$ cat config.mk
export PLATFORM = sky130hd
export DESIGN_NAME = tis_fetch_unit
export DESIGN_NICKNAME = d
export VERILOG_FILES = /design/src/rtl/tis_fetch_pkg.sv /design/src/rtl/tis_fetch_target_calc.sv /design/src/rtl/tis_fetch_unit.sv
export SDC_FILE = /design/constraint.sdc
export NUM_CORES = 1
export LEC_CHECK = 0
export CORE_MARGIN = 5
export CORE_UTILIZATION = 46
export DETAILED_ROUTE_END_ITERATION = 10
export PLACE_DENSITY = 0.91
export SYNTH_ARGS = -nofsm -noshare
export SYNTH_HDL_FRONTEND = slang
export SYNTH_SLANG_ARGS = --single-unit
$ cat constraint.sdc
create_clock -name clk_i -period 3.3 [get_ports clk_i]
set_input_delay 0.66 -clock clk_i [delete_from_list [all_inputs] [get_ports clk_i]]
set_output_delay 0.66 -clock clk_i [all_outputs]
set_load 0.05 [all_outputs]
$ cat src/rtl/tis_fetch_pkg.sv
// Shared constants for the TIS-100 fetch stage: default geometry and redirect kinds.
package tis_fetch_pkg;

  localparam int FETCH_ADDR_W   = 8;
  localparam int FETCH_INSTR_W  = 18;
  localparam int FETCH_PROG_LEN = 26;

  localparam logic [1:0] BR_ABS = 2'b00;
  localparam logic [1:0] BR_REL = 2'b01;

endpackage : tis_fetch_pkg

$ cat src/rtl/tis_fetch_target_calc.sv
// Combinational redirect resolution: absolute targets wrap to 0 when out of range,
// JRO targets are clamped into 0..PROG_LEN-1.
module fetch_target_calc
  import tis_fetch_pkg::*;
#(
  parameter int ADDR_W   = FETCH_ADDR_W,
  parameter int PROG_LEN = FETCH_PROG_LEN
) (
  input  logic [ADDR_W-1:0] acc_pc_i,
  input  logic [1:0]        br_kind_i,
  input  logic [ADDR_W-1:0] br_target_i,
  input  logic [ADDR_W-1:0] br_offset_i,
  output logic [ADDR_W-1:0] target_o,
  output logic              oor_o
);

  localparam int SUM_W = ADDR_W + 2;
  localparam logic [ADDR_W-1:0] LAST_PC = ADDR_W'(PROG_LEN - 1);

  logic              is_rel;
  logic signed [SUM_W-1:0] rel_sum;
  logic signed [SUM_W-1:0] last_pc_s;

  assign is_rel    = (br_kind_i == BR_REL);
  assign last_pc_s = $signed({2'b00, LAST_PC});
  // Two guard bits keep acc_pc + offset exact before clamping.
  assign rel_sum   = $signed({2'b00, acc_pc_i})
                   + $signed({{2{br_offset_i[ADDR_W-1]}}, br_offset_i});
  assign oor_o     = !is_rel && (br_target_i > LAST_PC);

  always_comb begin
    target_o = '0;
    if (is_rel) begin
      if (rel_sum < 0) begin
        target_o = '0;
      end else if (rel_sum > last_pc_s) begin
        target_o = LAST_PC;
      end else begin
        target_o = rel_sum[ADDR_W-1:0];
      end
    end else if (!oor_o) begin
      target_o = br_target_i;
    end
  end

endmodule : fetch_target_calc

$ cat src/rtl/tis_fetch_unit.sv
// TIS-100 fetch stage: drives the ROM address, holds the IR behind a valid/ready port.
// Optional sticky out-of-range jump flag when FETCH_BR_ERR_EN is defined.
module tis_fetch_unit
  import tis_fetch_pkg::*;
#(
  parameter int ADDR_W   = FETCH_ADDR_W,
  parameter int INSTR_W  = FETCH_INSTR_W,
  parameter int PROG_LEN = FETCH_PROG_LEN
) (
  input  logic               clk_i,
  input  logic               reset_i,
  output logic [ADDR_W-1:0]  rom_addr_o,
  input  logic [INSTR_W-1:0] rom_data_i,
  output logic [INSTR_W-1:0] instr_o,
  output logic [ADDR_W-1:0]  instr_pc_o,
  output logic               instr_valid_o,
  input  logic               instr_ready_i,
  input  logic               br_valid_i,
  input  logic [1:0]         br_kind_i,
  input  logic [ADDR_W-1:0]  br_target_i,
`ifdef FETCH_BR_ERR_EN
  input  logic [ADDR_W-1:0]  br_offset_i,
  output logic               br_err_o
`else
  input  logic [ADDR_W-1:0]  br_offset_i
`endif
);

  localparam logic [ADDR_W-1:0] LAST_PC = ADDR_W'(PROG_LEN - 1);

  logic [ADDR_W-1:0]  fetch_pc_q, fetch_pc_d;
  logic [ADDR_W-1:0]  instr_pc_q, instr_pc_d;
  logic [ADDR_W-1:0]  acc_pc_q, acc_pc_d;
  logic [INSTR_W-1:0] ir_q, ir_d;
  logic               valid_q, valid_d;
  logic [ADDR_W-1:0]  br_pc;
  logic               br_oor;
  logic               handshake;

  fetch_target_calc #(
    .ADDR_W   (ADDR_W),
    .PROG_LEN (PROG_LEN)
  ) u_target_calc (
    .acc_pc_i    (acc_pc_q),
    .br_kind_i   (br_kind_i),
    .br_target_i (br_target_i),
    .br_offset_i (br_offset_i),
    .target_o    (br_pc),
    .oor_o       (br_oor)
  );

  assign handshake = valid_q && instr_ready_i;

  always_comb begin
    fetch_pc_d = fetch_pc_q;
    instr_pc_d = instr_pc_q;
    ir_d       = ir_q;
    valid_d    = valid_q;
    acc_pc_d   = handshake ? instr_pc_q : acc_pc_q;
    // A redirect squashes the IR even if decode is accepting it this cycle.
    if (br_valid_i) begin
      fetch_pc_d = br_pc;
      valid_d    = 1'b0;
    end else if (!valid_q || instr_ready_i) begin
      ir_d       = rom_data_i;
      instr_pc_d = fetch_pc_q;
      valid_d    = 1'b1;
      fetch_pc_d = (fetch_pc_q == LAST_PC) ? '0 : fetch_pc_q + 1'b1;
    end
  end

  always_ff @(posedge clk_i) begin
    if (reset_i) begin
      fetch_pc_q <= '0;
      instr_pc_q <= '0;
      acc_pc_q   <= '0;
      ir_q       <= '0;
      valid_q    <= 1'b0;
    end else begin
      fetch_pc_q <= fetch_pc_d;
      instr_pc_q <= instr_pc_d;
      acc_pc_q   <= acc_pc_d;
      ir_q       <= ir_d;
      valid_q    <= valid_d;
    end
  end

  assign rom_addr_o    = fetch_pc_q;
  assign instr_o       = ir_q;
  assign instr_pc_o    = instr_pc_q;
  assign instr_valid_o = valid_q;

`ifdef FETCH_BR_ERR_EN
  logic br_err_q;

  always_ff @(posedge clk_i) begin
    if (reset_i) begin
      br_err_q <= 1'b0;
    end else if (br_valid_i && br_oor) begin
      br_err_q <= 1'b1;
    end
  end

  assign br_err_o = br_err_q;
`else
  logic unused_br_oor;
  assign unused_br_oor = br_oor;
`endif

endmodule : tis_fetch_unit

==> run metrics, run 1 <==
synthesis-to-layout area growth 36.5%; gate count of the mapped netlist 294; Highest Clock Rate roughly 0.35 GHz; DIE HEIGHT 81.4 um; number of buffers inserted during clock tree synthesis 5; tightest hold margin 457 ps; Worst-Skew Late Latency 290 ps; mean number of vias per cell 5.52; Port Buf Inserts 74; Placed Area ~3100 um2; post-synthesis area per instance 7.97 um2; post-detailed-routing wire length 6580 um; area of the placeable core 5040 um2; total of hold buffers inserted after clock tree synthesis 0; Worst Path Arrival a little over 3000 ps; Crit Path Class in -> reg; number of synthesized flops with an enable pin 0; kind of end point of the critical path flip-flop; clock skew 2.86 ps; outcome finished clean; number of distinct standard cells referenced by the synthesized netlist 55; Worst Path Required 3460 ps; vias after detailed routing 2,388; peak per-stage delay on the critical path 410 ps; total of fill cells in the finished design ~440; Flop pwr share 47.5%; sequential cell area fraction in the yosys report 36.7%; pre-CTS setup slack 91.4 ps; Period Utilization, post-route 87.7%; Inserted Diodes 0; kind of start point of the critical path input pin; CTS tree done; Syn Std Cell Area 2340 um2; count of final hold-check violations 0; share of layout cells above drive strength 1 4.96%; Setup violations, final 0; static power due to leakage 1.20 nW; largest net degree at the start of global routing 47; Initial Utilization between 40 and 50%; register bit count reported by yosys 43; utilization of the core after routing a little under two thirds; Yosys warning count 0; vias in the first global route 2,311; io pins 75; most frequent cells in the layout 74 x sky130_fd_sc_hd__clkdlybuf4s50_1, 69 x sky130_fd_sc_hd__nand2_1, 43 x sky130_fd_sc_hd__a21oi_1, 43 x sky130_fd_sc_hd__dfxtp_1, 15 x sky130_fd_sc_hd__nand3_1; area of the multi-input gates 1360 um2; clock transition at the register clock pins on the worst setup and hold paths after CTS 80 ps; ANT nets after route 0; power dissipated by switching net loads 0.328 mW; Sum Neg Setup Slack 0 ps; worst slew slack as a fraction of its limit 63.4%; minimum setup slack in the final design slightly above 400 ps; clock network fraction of total power 31.2%; slowest stage cell, crit path sky130_fd_sc_hd__fa_1; number of antenna violations at the first check in global routing 0; transition time at the pin with the least slew margin 547 ps; Pins Over Slew Limit 0; total design power 1.16 mW; FF+latch area 861 um2; total global-route track usage 20.4%; share of total power consumed by net switching 28.2%; Post-CTS Setup Inserts 0; part of the power in combinational logic 21.3%; P_int approximately 0.83 mW; ordered cell list for the critical path clkdlybuf4s50_1, ha_1, fa_1, a211o_1, a21o_1, a221oi_2, nor3_2, nor4_2, a221oi_1; Max clock buf depth 2; final non-filler cell total roughly 430; average routed wire per standard cell ~15 um; quantity of gates resized following cts 0; Pwr Density about 360 nW/um2; Routability Congestion 0.926; most common cell after layout, fill and taps aside sky130_fd_sc_hd__clkdlybuf4s50_1; clock sink count 43; Die Footprint between 6000 and 7000 um2; instance count after placement with tap cells included 425; library cell used as clock root buffer sky130_fd_sc_hd__clkbuf_8; horizontal die dimension 81.4 um; type of the worst min-delay path reg -> reg; Worst IR Drop VDD 341 uV; highest net fanout along the worst path 3; placed wire-length estimate 4940 um; Residual DRC 0; async set or reset register ratio after synthesis 0%; clock period minus final worst setup slack 2900 ps; number of nets in the finished design 414; most common flop cell mapped by yosys sky130_fd_sc_hd__dfxtp_1; detailed router's first-iteration violation count 117; iteration count of the initial detailed-routing pass 4; setup repair after global routing missed its margin false; number of maximum-capacitance constraint violations 0; GRT overflow 0; net count after synthesis 346; global-route wire length before repair around 10,000 um; std cell rows 26; cell area after layout 3200 um2; H-tree levels 2
## area by class of cell
class / instances / share of cell area (%)
tap: 70 / 2.74
sequential: 43 / 26.9
clock buffer: 8 / 3.13
inverter: 6 / 0.704
timing repair buffer: 78 / 24.1
multi-input combinational: 228 / 42.4
## power by group through the flow
stage,Combinational [mW],Clock (mW),Sequential [mW]
floorplan,0.0899,0,0.618
global placement,0.244,0,0.562
global route,0.264,0.394,0.553
finish,0.247,0.362,0.551
detailed placement,0.247,0,0.563
CTS,0.248,0.369,0.551
## per-layer routing
| layer | GRT usage [%] | wire, um | vias to the layer above |
|---|---|---|---|
| met5 | 0 | 0 | - |
| met4 | 11.0 | 180 | 0 |
| met3 | 6.98 | 731 | 16 |
| met2 | 32.5 | 3010 | 110 |
| met1 | 24.0 | 2660 | 1084 |
| li1 | - | - | 1178 |
## flip-flops by register name (all words and copies together) (netlist names)
| name | count |
|---|---|
| acc_pc_q | 8 |
| instr_valid_o | 1 |
| rom_addr_o | 8 |
| instr_o | 18 |
| instr_pc_o | 8 |
## worst max-delay path, delay by kind of cell
family / cells / cell delay [ps]
and+or+nand+nor: 2 / 480
buffers and inverters: 1 / 400
adders and majority gates: 2 / 640
AOI/OAI and AO/OA: 4 / 870
## final timing paths
path	from	end	slack [ps]	cells past startpoint
hold / removal	instr_o[14]$_SDFFE_PP0P_	instr_o[14]$_SDFFE_PP0P_	460	2
setup / recovery	br_offset_i[0]	rom_addr_o[0]$_SDFFE_PP0P_	400	9
hold reg to reg	instr_o[14]$_SDFFE_PP0P_	instr_o[14]$_SDFFE_PP0P_	460	2
setup reg to reg	acc_pc_q[0]$_SDFFE_PP0P_	rom_addr_o[0]$_SDFFE_PP0P_	850	8
## cells in the mapped netlist (2+ instances only)
cell	instances	area (um2)
sky130_fd_sc_hd__nor2b_1	3	18.8
sky130_fd_sc_hd__nor3_1	6	30.0
sky130_fd_sc_hd__inv_1	6	22.5
sky130_fd_sc_hd__a21o_1	4	30.0
sky130_fd_sc_hd__and3_1	5	31.3
sky130_fd_sc_hd__a21oi_1	43	215
sky130_fd_sc_hd__a211oi_1	2	15.0
sky130_fd_sc_hd__o21a_1	3	22.5
sky130_fd_sc_hd__nand2_1	69	259
sky130_fd_sc_hd__buf_2	6	30.0
sky130_fd_sc_hd__a221oi_1	6	52.6
sky130_fd_sc_hd__nor2_1	10	37.5
sky130_fd_sc_hd__buf_4	2	15.0
sky130_fd_sc_hd__dfxtp_1	43	861
sky130_fd_sc_hd__nand2b_1	5	31.3
sky130_fd_sc_hd__o31ai_1	3	22.5
sky130_fd_sc_hd__xnor2_1	2	17.5
sky130_fd_sc_hd__o211ai_1	2	15.0
sky130_fd_sc_hd__o21ai_0	2	10.0
sky130_fd_sc_hd__o21bai_1	2	15.0
sky130_fd_sc_hd__o22ai_1	2	12.5
sky130_fd_sc_hd__clkbuf_1	6	22.5
sky130_fd_sc_hd__buf_6	2	22.5
sky130_fd_sc_hd__or3_1	2	12.5
sky130_fd_sc_hd__ha_1	11	138
sky130_fd_sc_hd__nor4b_1	4	35.0
sky130_fd_sc_hd__nand3_1	15	75.1
## kinds of logic (layout without fill, tap and decap cells)
logic type,after synthesis,in the layout,share of synthesized area (%)
XOR/XNOR,2,2,0.748
buffers and inverters,23,92,5.39
AO/OA/AOI/OAI,82,82,22.6
AND/OR/NAND/NOR,131,131,27.3
multiplexers,1,1,0.427
adder cells (fa/ha/maj),12,12,6.73
flip-flops,43,43,36.7
(Power assumes the default switching activity.)
==> run 2, diff against run 1 <==
==> constraint.sdc (replaced) <==
create_clock -name clk_i -period 3.3 [get_ports clk_i]
set_input_delay 0.33 -clock clk_i [delete_from_list [all_inputs] [get_ports clk_i]]
set_output_delay 0.33 -clock clk_i [all_outputs]
set_load 0.05 [all_outputs]
==> run metrics, run 2 (same netlist as run 1, synthesis figures left out) <==
Routability Congestion 0.884; static power due to leakage 1.20 nW; horizontal die dimension 81.4 um; number of maximum-capacitance constraint violations 0; Pins Over Slew Limit 0; most frequent cells in the layout 74 x sky130_fd_sc_hd__clkdlybuf4s50_1, 69 x sky130_fd_sc_hd__nand2_1, 43 x sky130_fd_sc_hd__a21oi_1, 43 x sky130_fd_sc_hd__dfxtp_1, 15 x sky130_fd_sc_hd__nand3_1; Residual DRC 0; Die Footprint 6620 um2; io pins 75; Post-CTS Setup Inserts 0; area of the placeable core 5040 um2; utilization of the core after routing 63.7%; average routed wire per standard cell 14.9 um; total design power about 1.2 mW; total global-route track usage 20.0%; type of the worst min-delay path reg -> reg; pre-CTS setup slack 413 ps; instance count after placement with tap cells included 425; transition time at the pin with the least slew margin about 530 ps; Worst IR Drop VDD 497 uV; vias in the first global route 2,251; Crit Path Class in -> reg; Max clock buf depth 2; iteration count of the initial detailed-routing pass 4; ANT nets after route 0; share of layout cells above drive strength 1 5.23%; FF+latch area 861 um2; Worst-Skew Late Latency 300 ps; count of final hold-check violations 0; vias after detailed routing approximately 2,300; quantity of gates resized following cts 0; global-route wire length before repair slightly above 10,000 um; Period Utilization, post-route ~80%; clock sink count 43; outcome finished clean; GRT overflow 0; number of antenna violations at the first check in global routing 0; Worst Path Required 3460 ps; kind of end point of the critical path flip-flop; highest net fanout along the worst path 3; CTS tree done; largest net degree at the start of global routing 42; Highest Clock Rate 0.390 GHz; library cell used as clock root buffer sky130_fd_sc_hd__clkbuf_8; Worst Path Arrival roughly 2700 ps; detailed router's first-iteration violation count 111; minimum setup slack in the final design 735 ps; kind of start point of the critical path input pin; placed wire-length estimate around 4800 um; total of hold buffers inserted after clock tree synthesis 0; Pwr Density 377 nW/um2; most common cell after layout, fill and taps aside sky130_fd_sc_hd__clkdlybuf4s50_1; setup repair after global routing missed its margin false; final non-filler cell total 433; std cell rows 26; Setup violations, final 0; DIE HEIGHT roughly 80 um; clock skew between 5 and 6 ps; number of buffers inserted during clock tree synthesis 5; mean number of vias per cell 5.42; Initial Utilization between 40% and 50%; post-detailed-routing wire length 6450 um; synthesis-to-layout area growth 37.0%; Inserted Diodes 0; worst slew slack as a fraction of its limit 64.8%; H-tree levels 2; area of the multi-input gates 1360 um2; max FFs per register 18; total of fill cells in the finished design 440; clock period minus final worst setup slack 2560 ps; number of nets in the finished design a little over 400; Sum Neg Setup Slack 0 ps; Port Buf Inserts 74; clock transition at the register clock pins on the worst setup and hold paths after CTS 80 ps
==> run 2: changes by cell type in the layout (fill, tap and decap cells not counted) <==
cell	delta
sky130_fd_sc_hd__clkbuf_8	-2
sky130_fd_sc_hd__bufinv_16	+1
sky130_fd_sc_hd__clkinv_2	+1
sky130_fd_sc_hd__clkinv_4	+1
sky130_fd_sc_hd__clkbuf_1	-1
==> run 2: critical path, cell delays in order <==
cell and delay (ps):
sky130_fd_sc_hd__clkdlybuf4s50_1 400, sky130_fd_sc_hd__ha_1 230, sky130_fd_sc_hd__fa_1 410, sky130_fd_sc_hd__a211o_1 300, sky130_fd_sc_hd__a21o_1 180, sky130_fd_sc_hd__a221oi_2 250, sky130_fd_sc_hd__nor3_2 90, sky130_fd_sc_hd__nor4_2 400
sky130_fd_sc_hd__a221oi_1 140
==> run 2: layout make-up <==
class | instances | area share, %
clock buffer | 5 | 2.14
clock inverter | 3 | 1.36
inverter | 6 | 0.701
multi-input combinational | 228 | 42.2
sequential | 43 | 26.8
tap | 70 | 2.73
timing repair buffer | 78 | 24.0
==> run 2: path summary, 6_finish.rpt <==
kind,to,depth (start not counted),slack (ps),from
max,rom_addr_o[4]$_SDFFE_PP0P_,9,740,br_offset_i[0]
min,instr_o[14]$_SDFFE_PP0P_,2,460,instr_o[14]$_SDFFE_PP0P_
max reg2reg,rom_addr_o[4]$_SDFFE_PP0P_,8,840,acc_pc_q[0]$_SDFFE_PP0P_
min reg2reg,instr_o[14]$_SDFFE_PP0P_,2,460,instr_o[14]$_SDFFE_PP0P_
==> run 2: report_power, final <==
| group | switching [mW] | internal (mW) |
|---|---|---|
| Clock | 0.186 | 0.225 |
| Sequential | 0.0152 | 0.536 |
| Combinational | 0.141 | 0.106 |
==> run 2: layer usage <==
layer	GRT usage [%]	part of all wire, %	up-vias
li1	-	-	1182
met5	0	0	-
met3	8.76	11	8
met1	23.7	42	1070
met2	32.2	46	87
met4	6.25	1.3	0
==> run 2: per-stage QoR <==
stage / hold WS (ps) / instance area (um2)
finish: 457 / 3210
global placement: 441 / 3100
CTS: 464 / 3210
global route: 482 / 3210
detailed placement: 449 / 3100
floorplan: 402 / 2340
==> run 3, diff against run 2 <==
clock period = 2.4 ns   (was 3.3 ns; I/O delays follow)
==> run metrics, run 3 (same netlist as run 1, synthesis figures left out) <==
Pwr Density 465 nW/um2; Met2 Wirelength 3070 um; io pins 75; Worst IR Drop VDD 491 uV; instance count after placement with tap cells included 445; static power due to leakage 1.30 nW; peak per-stage delay on the critical path 350 ps; routed length on met1 2740 um; kind of end point of the critical path flip-flop; Worst-Skew Late Latency 290 ps; kind of start point of the critical path flip-flop; type of the worst min-delay path reg -> reg; CTS tree done; total of fill cells in the finished design about 420; hold path cells 2; R2R Path Start acc_pc_q[0]$_SDFFE_PP0P_; Residual DRC 0; clock skew 3.78 ps; ANT nets after route 0; count of final hold-check violations 0; endpoint of the most critical register-to-register path rom_addr_o[0]$_SDFFE_PP0P_; transition time at the pin with the least slew margin about 530 ps; Die Footprint around 6600 um2; average routed wire per standard cell 14.6 um; Port Buf Inserts 74; number of buffers inserted during clock tree synthesis 5; vias in the first global route 2,391; global-route wire length before repair between 10,000 and 15,000 um; Hold EP instr_o[4]$_SDFFE_PP0P_; largest net degree at the start of global routing 42; Crit Path Class reg -> reg; Highest Clock Rate 0.437 GHz; number of nets in the finished design 435; number of antenna violations at the first check in global routing 0; vias after detailed routing 2,451; Worst path top cell family by delay compound AO/OA/AOI/OAI gates; worst slew slack as a fraction of its limit roughly 65%; Max clock buf depth 2; top sig layer met4; library cell used as clock root buffer sky130_fd_sc_hd__clkbuf_8; clock period minus final worst setup slack 2290 ps; Initial Utilization 46.5%; GRT overflow 0; horizontal die dimension 81.4 um; clock transition at the register clock pins on the worst setup and hold paths after CTS 80 ps; Sum Neg Setup Slack 0 ps; H-tree levels 2; logic depth of the worst register-to-register path 8; max FFs per register 18; total of hold buffers inserted after clock tree synthesis 0; Pins Over Slew Limit 0; DIE HEIGHT between 80 and 90 um; Routability Congestion 0.911; critical hold path startpoint instr_o[4]$_SDFFE_PP0P_; Critical Path Most Common Cell sky130_fd_sc_hd__a221oi_2; most frequent cells in the layout 73 x sky130_fd_sc_hd__clkdlybuf4s50_1, 69 x sky130_fd_sc_hd__nand2_1, 43 x sky130_fd_sc_hd__a21oi_1, 43 x sky130_fd_sc_hd__dfxtp_1, 25 x sky130_fd_sc_hd__buf_4; std cell rows 26; iteration count of the initial detailed-routing pass 4; Worst Path Required 2560 ps; detailed router's first-iteration violation count 117; synthesis-to-layout area growth 44.3%; mean number of vias per cell approximately 5.4; number of maximum-capacitance constraint violations 0; Period Utilization, post-route 95.3%; Worst Path Arrival 2440 ps; share of layout cells above drive strength 1 11.7%; final non-filler cell total 454; ordered cell list for the critical path ha_2, fa_2, a211o_1, a21o_1, a221oi_2, nor3_2, nor4_4, a221oi_2; Inserted Diodes 0; clock sink count 43; area of the placeable core 5040 um2; total global-route track usage 20.9%; placed wire-length estimate ~5000 um; slowest stage cell, crit path sky130_fd_sc_hd__fa_2; most common cell after layout, fill and taps aside sky130_fd_sc_hd__clkdlybuf4s50_1; highest net fanout along the worst path 3; outcome finished clean; buffering stage count on the worst path with inverters included 0; detailed route wirelength on metal3 685 um; internal reg-to-reg setup slack around 110 ps; Setup violations, final 0; post-detailed-routing wire length 6640 um
[run 3: cell type report]
cell class,instances,area (um2),share of cell area (%)
Clock buffer,6,72.6,2.15
Clock inverter,2,12.5,0.370
Inverter,6,22.5,0.666
Multi-Input combinational cell,228,1390,41.2
Sequential cell,43,861,25.5
Tap cell,70,87.6,2.59
Timing Repair Buffer,99,931,27.5
[run 3: how the worst max path moves through the flow]
stage / end / start / slack [ps] / cells after the start
after global placement: rom_addr_o[4]$_SDFFE_PP0P_ / br_offset_i[0] / -320 / 9
after floorplan: rom_addr_o[4]$_SDFFE_PP0P_ / acc_pc_q[0]$_SDFFE_PP0P_ / 150 / 8
after global routing: rom_addr_o[0]$_SDFFE_PP0P_ / acc_pc_q[0]$_SDFFE_PP0P_ / -20 / 8
final: rom_addr_o[0]$_SDFFE_PP0P_ / acc_pc_q[0]$_SDFFE_PP0P_ / 110 / 8
after CTS: rom_addr_o[4]$_SDFFE_PP0P_ / br_offset_i[0] / 10 / 9
after detailed placement: rom_addr_o[0]$_SDFFE_PP0P_ / br_offset_i[0] / -410 / 9
[run 3: worst register-to-register path, cell delays in order (launching register included)]
cell and delay [ps]:
sky130_fd_sc_hd__dfxtp_1 330, sky130_fd_sc_hd__ha_2 190, sky130_fd_sc_hd__fa_2 350, sky130_fd_sc_hd__a211o_1 290, sky130_fd_sc_hd__a21o_1 180, sky130_fd_sc_hd__a221oi_2 260
sky130_fd_sc_hd__nor3_2 100, sky130_fd_sc_hd__nor4_4 330, sky130_fd_sc_hd__a221oi_2 100
[run 3: routing by layer]
| metal | vias to the layer above | track usage, % |
|---|---|---|
| met5 | - | 0 |
| met4 | 0 | 8.95 |
| met3 | 11 | 8.20 |
| met2 | 85 | 34.1 |
| met1 | 1127 | 24.1 |
| li1 | 1228 | - |
[run 3: where the power goes]
| part | internal (mW) | switching (mW) |
|---|---|---|
| clock | 0.203 | 0.246 |
| sequential | 0.737 | 0.0162 |
| combinational | 0.164 | 0.207 |
[run 3: what timing repair did]
item	in CTS	in global routing
endpoints found under the setup margin	3	5
resized for setup	1	7
gates cloned	0	0
pin swaps	1	1
setup buffers	0	1
endpoints found under the hold margin	0	0
[run 3: per-stage QoR]
stage               power (mW)  hold slack (ps)  cell area, um2  worst slack [ps]  util, %
floorplan                0.973              312            2340               149        -
global placement          1.13              441            3250              -320     64.4
detailed placement        1.13              447            3250              -407     64.4
CTS                       1.57              457            3340              11.4     66.2
global route              1.64              474            3380             -15.8     67.0
finish                    1.57              458            3380               113     67.0
